File: src/rtl/cpu_boot_ctrl.sv
// Boot sequencer: holds the cpu in reset, streams a length-prefixed program into the
// instruction ROM from address 0, then releases the cpu and counts run cycles.
module cpu_boot_ctrl #(
  parameter int unsigned DW     = 16,
  parameter int unsigned PW     = 14,
  parameter int unsigned TO_CYC = 1024
) (
  input  logic          clk50m,
  input  logic          rst_n,
  input  logic          load_start,
  input  logic          stop_req,
  input  logic          s_valid,
  input  logic [DW-1:0] s_data,
  output logic          s_ready,
  output logic          rom_we,
  output logic [PW-1:0] rom_addr,
  output logic [DW-1:0] rom_wdata,
  output logic          cpu_rst_n,
  output logic          busy,
  output logic          done,
  output logic          err,
  output logic [31:0]   run_cycles
);

  // Index is one bit wider than the ROM address so a full-capacity load can be counted.
  localparam int unsigned IW      = PW + 1;
  localparam int unsigned CAP     = 32'd1 << PW;
  localparam int unsigned TW      = (TO_CYC < 2) ? 1 : $clog2(TO_CYC + 1);
  localparam int unsigned TO_LAST = (TO_CYC == 0) ? 0 : TO_CYC - 1;

  typedef enum logic [2:0] {
    ST_IDLE,
    ST_LEN,
    ST_LOAD,
    ST_DRAIN,
    ST_RUN
  } state_e;

  state_e          state_q, state_d;
  logic [IW-1:0]   len_q, len_d;
  logic [IW-1:0]   idx_q, idx_d;
  logic [TW-1:0]   idle_cnt_q, idle_cnt_d;
  logic            s_ready_q, s_ready_d;
  logic            rom_we_q, rom_we_d;
  logic [PW-1:0]   rom_addr_q, rom_addr_d;
  logic [DW-1:0]   rom_wdata_q, rom_wdata_d;
  logic            cpu_rst_n_q, cpu_rst_n_d;
  logic            busy_q, busy_d;
  logic            done_q, done_d;
  logic            err_q, err_d;
  logic [31:0]     run_cycles_q, run_cycles_d;
  logic            xfer;
  logic            timeout_hit;

  assign xfer        = s_valid && s_ready_q;
  assign timeout_hit = (TO_CYC != 0) && !xfer && (idle_cnt_q == TW'(TO_LAST));

  // Next-state and next-output logic.
  always_comb begin
    state_d      = state_q;
    len_d        = len_q;
    idx_d        = idx_q;
    idle_cnt_d   = idle_cnt_q;
    rom_we_d     = 1'b0;
    rom_addr_d   = rom_addr_q;
    rom_wdata_d  = rom_wdata_q;
    done_d       = done_q;
    err_d        = err_q;
    run_cycles_d = run_cycles_q;

    case (state_q)
      ST_IDLE: begin
        if (load_start) begin
          state_d      = ST_LEN;
          done_d       = 1'b0;
          err_d        = 1'b0;
          run_cycles_d = 32'd0;
          idle_cnt_d   = TW'(0);
        end
      end
      ST_LEN: begin
        if (xfer) begin
          idle_cnt_d = TW'(0);
          if (s_data == '0 || 32'(s_data) > CAP) begin
            err_d   = 1'b1;
            state_d = ST_IDLE;
          end else begin
            len_d   = IW'(s_data);
            idx_d   = IW'(0);
            state_d = ST_LOAD;
          end
        end else if (timeout_hit) begin
          err_d   = 1'b1;
          state_d = ST_IDLE;
        end else begin
          idle_cnt_d = idle_cnt_q + TW'(1);
        end
      end
      ST_LOAD: begin
        if (xfer) begin
          idle_cnt_d  = TW'(0);
          rom_we_d    = 1'b1;
          rom_addr_d  = PW'(idx_q);
          rom_wdata_d = s_data;
          idx_d       = idx_q + IW'(1);
          if (idx_q + IW'(1) == len_q) state_d = ST_DRAIN;
        end else if (timeout_hit) begin
          err_d   = 1'b1;
          state_d = ST_IDLE;
        end else begin
          idle_cnt_d = idle_cnt_q + TW'(1);
        end
      end
      ST_DRAIN: state_d = ST_RUN;
      ST_RUN: begin
        if (run_cycles_q != 32'hFFFF_FFFF) run_cycles_d = run_cycles_q + 32'd1;
        // A simultaneous reload request takes priority over stop.
        if (load_start) begin
          state_d      = ST_LEN;
          done_d       = 1'b0;
          err_d        = 1'b0;
          run_cycles_d = 32'd0;
          idle_cnt_d   = TW'(0);
        end else if (stop_req) begin
          state_d = ST_IDLE;
          done_d  = 1'b1;
        end
      end
      default: state_d = ST_IDLE;
    endcase

    s_ready_d   = (state_d == ST_LEN) || (state_d == ST_LOAD);
    busy_d      = (state_d == ST_LEN) || (state_d == ST_LOAD) || (state_d == ST_DRAIN);
    cpu_rst_n_d = (state_d == ST_RUN);
  end

  always_ff @(posedge clk50m or negedge rst_n) begin
    if (!rst_n) begin
      state_q      <= ST_IDLE;
      len_q        <= '0;
      idx_q        <= '0;
      idle_cnt_q   <= '0;
      s_ready_q    <= 1'b0;
      rom_we_q     <= 1'b0;
      rom_addr_q   <= '0;
      rom_wdata_q  <= '0;
      cpu_rst_n_q  <= 1'b0;
      busy_q       <= 1'b0;
      done_q       <= 1'b0;
      err_q        <= 1'b0;
      run_cycles_q <= 32'd0;
    end else begin
      state_q      <= state_d;
      len_q        <= len_d;
      idx_q        <= idx_d;
      idle_cnt_q   <= idle_cnt_d;
      s_ready_q    <= s_ready_d;
      rom_we_q     <= rom_we_d;
      rom_addr_q   <= rom_addr_d;
      rom_wdata_q  <= rom_wdata_d;
      cpu_rst_n_q  <= cpu_rst_n_d;
      busy_q       <= busy_d;
      done_q       <= done_d;
      err_q        <= err_d;
      run_cycles_q <= run_cycles_d;
    end
  end

  assign s_ready    = s_ready_q;
  assign rom_we     = rom_we_q;
  assign rom_addr   = rom_addr_q;
  assign rom_wdata  = rom_wdata_q;
  assign cpu_rst_n  = cpu_rst_n_q;
  assign busy       = busy_q;
  assign done       = done_q;
  assign err        = err_q;
  assign run_cycles = run_cycles_q;

endmodule
File: config.mk
export PLATFORM = sky130hd
export DESIGN_NAME = cpu_boot_ctrl
export DESIGN_NICKNAME = d
export VERILOG_FILES = /design/src/rtl/cpu_boot_ctrl.sv
export SDC_FILE = /design/constraint.sdc
export NUM_CORES = 1
export LEC_CHECK = 0
export BUFFER_PORTS_ARGS = -buffer_cell sky130_fd_sc_hd__buf_2
export CORE_MARGIN = 2
export CORE_UTILIZATION = 35
export DETAILED_ROUTE_END_ITERATION = 12
export GPL_ROUTABILITY_DRIVEN = 0
export GPL_TIMING_DRIVEN = 0
export SYNTH_ARGS = -nofsm -noshare
export SYNTH_HDL_FRONTEND = slang
export SYNTH_SLANG_ARGS = --single-unit
File: constraint.sdc
create_clock -name clk50m -period 6.15 [get_ports clk50m]
set_clock_uncertainty 0.05 [all_clocks]
set_input_delay 0.615 -clock clk50m [delete_from_list [all_inputs] [get_ports clk50m]]
set_output_delay 0.615 -clock clk50m [all_outputs]
set_load 0.05 [all_outputs]
==> PnR_summary.wiki <==
{| class="wikitable"
! Metric !! Value
|-
| Kind of critical path || reg -> reg
|-
| HPWL after detailed placement || between 10 and 15 mm
|-
| Area growth from synthesis to layout || 18.7%
|-
| Number of nets in the final layout || 733
|-
| Worst Slack Setup Final || between 3 and 4 ns
|-
| RSZ-0062 raised after global routing || false
|-
| Area share of fa/ha/maj cells after synthesis || 0.662%
|-
| Horizontal extent of the die || roughly 130 um
|-
| Simple-gate portion of the synthesized area || 24.8%
|-
| Residual DRC || 0
|-
| Remaining antenna violation count || 0
|-
| FFs w/ async S/R, synth || 100%
|-
| Wirelength, routed || 14.4 mm
|-
| Worst reg2reg endpoint || run_cycles[15]
|-
| Non-filler instance count after layout || between 900 and 1000
|-
| Placeable core region || around 16000 sq um
|-
| Instance count after placement with tap cells included || 914
|-
| Remaining global-route overflow || 0
|-
| Total die area || ~17000 sq um
|-
| Share of the synthesized netlist area taken by xor and xnor gates || between 6 and 7%
|-
| Number of setup violations in the final report || 0
|-
| Critical Path AT || 2.98 ns
|-
| EDFF count, synth || 0
|-
| Leakage || approximately 0.0031 uW
|-
| Synthesized net count || 633
|-
| Vias per std cell || about 5
|-
| Period Utilization, post-route || roughly 45%
|-
| Critical Path, Cell by Cell || ha_1 > nand4_1 > nor3_1 > nor4b_4 > nor4b_1 > xnor2_1 > nor2_1
|-
| N_diodes || 0
|-
| Count of cells resized by post-cts repair || 0
|-
| Antenna violations before repair || 0
|-
| Syn Area/Cell || 9.30 sq um
|-
| Worst-case clock buffer depth || 2
|-
| Insertion delay to the later sink of the worst-skew pair || between 0.3 and 0.4 ns
|-
| Total routing resource utilization after global routing || ~17%
|-
| Number of setup buffers added after CTS || 0
|-
| Total of warnings raised by yosys || 0
|-
| Max-slew violation count || 0
|-
| Transition time of the tightest slew-check pin || around 0.94 ns
|-
| Outcome || finished, final reports clean
|-
| Min-delay worst type || in -> async
|-
| Number of cells on the worst reg-to-reg path || 7
|-
| Initial cell density of the core || a little over a third
|-
| Number of hold-slack violations in the final timing report || 0
|-
| Cell at the root of the clock tree || sky130_fd_sc_hd__clkbuf_16
|-
| Crit path time final || approximately 2.8 ns
|-
| Rel. slew slack || between 30 and 40%
|-
| Final setup TNS || 0 ns
|-
| Vias in the first global route || about 4700
|-
| Iteration-0 DRC Markers || between 200 and 300
|-
| Placement row count || 46
|-
| CTS Buf Count || 9
|-
| Crit path capture type || flop
|-
| Pin count of the biggest net entering global routing || 70
|-
| Gate count of the mapped netlist || around 610
|-
| Number of buffers added on ports || between 80 and 90
|-
| Reg-to-reg startpoint || run_cycles[0]
|-
| Max Clk Rate || approximately 0.36 GHz
|-
| Fraction of layout instances using a drive strength above 1 || approximately 20%
|-
| Largest family of logic cells by synthesized area || simple AND/OR/NAND/NOR gates
|-
| Fraction of the mapped netlist area in compound gates || around an eighth
|-
| Average wire per standard cell || approximately 15 um
|-
| Worst path slowest cell || sky130_fd_sc_hd__nor4b_4
|-
| Wire length of the first global-routing pass || ~24 mm
|-
| TritonCTS clock tree || done
|-
| Boundary Pins || 89
|-
| Die extent in y || roughly 130 um
|-
| Vias || around 4800
|-
| Share of the yosys chip area belonging to registers || about half
|-
| Number of H-tree levels || 3
|-
| Place WS || 3.25 ns
|-
| Largest fanout on the critical path || 10
|-
| Max-cap viol count || 0
|-
| Data required time of the critical path || around 6.3 ns
|-
| Register bit total from synthesis || between 100 and 150
|-
| Worst-case register-to-register setup slack || 3.35 ns
|-
| Worst Setup Start Kind || flop
|-
| Clock input transition at the sequential cells of the worst setup and hold paths || ~0.070 ns
|-
| Most used flip-flop cell after synthesis || sky130_fd_sc_hd__dfrtp_1
|-
| Netlist area before placement || around 5700 sq um
|-
| Critical path startpoint || run_cycles[0]
|-
| Slowest stage delay, CP || ~0.67 ns
|-
| Post-CTS Hold Fix Bufs || 0
|-
| Hold Worst Slack || a little under 0.2 ns
|-
| Number of search-and-repair iterations in the first detailed-routing pass || 4
|-
| Count of different cell masters after synthesis || between 50 and 60
|-
| Multiplexer share of the synthesized area || 3.91%
|-
| Post-route total power || approximately 2300 uW
|-
| Power per cell area || approximately 350 nW/um^2
|-
| Worst-case vdd ir drop || ~250 uV
|-
| Total clock sinks || 112
|}
[flip-flops by register name, summed over array words and instances (netlist names)]
name and count:
idle_cnt_q 11, run_cycles 32, err 1, rom_addr 14, rom_wdata 16, busy 1, state_q 3, len_q 15
s_ready 1, done 1, rom_we 1, cpu_rst_n 1, idx_q 15
[cell type report]
| cell class | count | area (sq um) |
|---|---|---|
| clock buffer | 10 | 239 |
| multi-input combinational | 461 | 2710 |
| clock inverter | 6 | 82.6 |
| tap | 216 | 270 |
| timing repair buffer | 89 | 470 |
| buffer | 27 | 124 |
| sequential | 112 | 2800 |
| fill | 1584 | 9100 |
| inverter | 9 | 33.8 |
[Yosys cell counts (7+ instances only)]
library cell	count	area, sq um
sky130_fd_sc_hd__clkbuf_1	19	71.3
sky130_fd_sc_hd__a31oi_1	13	81.3
sky130_fd_sc_hd__o21ai_0	34	170
sky130_fd_sc_hd__nand2b_1	7	43.8
sky130_fd_sc_hd__nand4_1	13	81.3
sky130_fd_sc_hd__inv_1	9	33.8
sky130_fd_sc_hd__nand3_1	18	90.1
sky130_fd_sc_hd__nor2_1	55	206
sky130_fd_sc_hd__nand2_1	125	469
sky130_fd_sc_hd__dfrtp_1	112	2800
sky130_fd_sc_hd__or3_1	11	68.8
sky130_fd_sc_hd__a21oi_1	23	115
sky130_fd_sc_hd__nor3_1	12	60.1
sky130_fd_sc_hd__mux2_2	17	191
sky130_fd_sc_hd__xor2_1	17	149
sky130_fd_sc_hd__nor4_1	13	81.3
sky130_fd_sc_hd__xnor2_1	24	210
[metal layers]
| layer | vias to the layer above | GRT usage, % | wire length (um) |
|---|---|---|---|
| li1 | 2334 | - | - |
| met2 | 124 | 27.4 | 6710 |
| met3 | 19 | 3.86 | 708 |
| met5 | - | 0 | 0 |
| met1 | 2312 | 23.5 | 6760 |
| met4 | 0 | 6.16 | 227 |
[metrics by stage]
step | util (%) | area (sq um)
4_1_cts | 42.5 | 6730
5_1_grt | 42.5 | 6730
3_3_place_gp | 40.3 | 6380
6_report | 42.5 | 6730
2_1_floorplan | - | 5670
3_5_place_dp | 40.5 | 6410
[worst max-delay path, delay by kind of cell (launching register included)]
kind / cells / cell delay, ns
xor+xnor: 1 / 0.20
flops: 1 / 0.49
simple gates: 5 / 1.69
fa+ha+maj: 1 / 0.23
[how the worst max path moves through the flow]
| stage | endpoint |
|---|---|
| final | run_cycles[15] |
| after global routing | run_cycles[25] |
| after CTS | run_cycles[15] |
| after detailed placement | idx_q[2] |
| after global placement | len_q[13] |
| after floorplan | run_cycles[16] |
[cell families (layout without fill, tap and decap cells)]
logic type      Yosys count  after routing
compound gates          108            108
buf+inv                  36            141
xor+xnor                 41             41
fa+ha+maj                 3              3
mux                      20             20
flops                   112            112
simple gates            289            289
[layout by cell type, fill, tap and decap left out, types with 3 or more instances in the layout]
master,n
sky130_fd_sc_hd__a211oi_1,4
sky130_fd_sc_hd__o21ai_0,34
sky130_fd_sc_hd__nand2b_1,7
sky130_fd_sc_hd__and2_1,3
sky130_fd_sc_hd__inv_1,9
sky130_fd_sc_hd__nand2_1,125
sky130_fd_sc_hd__xor2_1,17
sky130_fd_sc_hd__dfrtp_1,112
sky130_fd_sc_hd__clkinv_2,3
sky130_fd_sc_hd__clkbuf_16,9
sky130_fd_sc_hd__buf_2,93
sky130_fd_sc_hd__or2_2,4
sky130_fd_sc_hd__o31ai_1,6
sky130_fd_sc_hd__o21a_1,3
sky130_fd_sc_hd__nor4b_1,3
sky130_fd_sc_hd__or3_1,11
sky130_fd_sc_hd__nor2b_1,4
sky130_fd_sc_hd__mux2i_1,3
sky130_fd_sc_hd__and4_1,4
sky130_fd_sc_hd__xnor2_1,24
sky130_fd_sc_hd__nand3_1,18
sky130_fd_sc_hd__nor2_1,55
sky130_fd_sc_hd__a31oi_1,13
sky130_fd_sc_hd__a21oi_1,23
sky130_fd_sc_hd__o2111ai_1,3
sky130_fd_sc_hd__nand4_1,13
sky130_fd_sc_hd__nor3_1,12
sky130_fd_sc_hd__nor3b_1,3
sky130_fd_sc_hd__mux2_2,17
sky130_fd_sc_hd__and3_1,5
sky130_fd_sc_hd__nor4_1,13
sky130_fd_sc_hd__clkbuf_1,19
sky130_fd_sc_hd__ha_1,3
[power by group]
part	leakage (uW)	total [uW]	internal [uW]	switching, uW
combinational	0.00146	717	233	484
sequential	0.00153	969	858	111
clock	0.000158	637	366	271
Power figures use the tool's default switching activity.
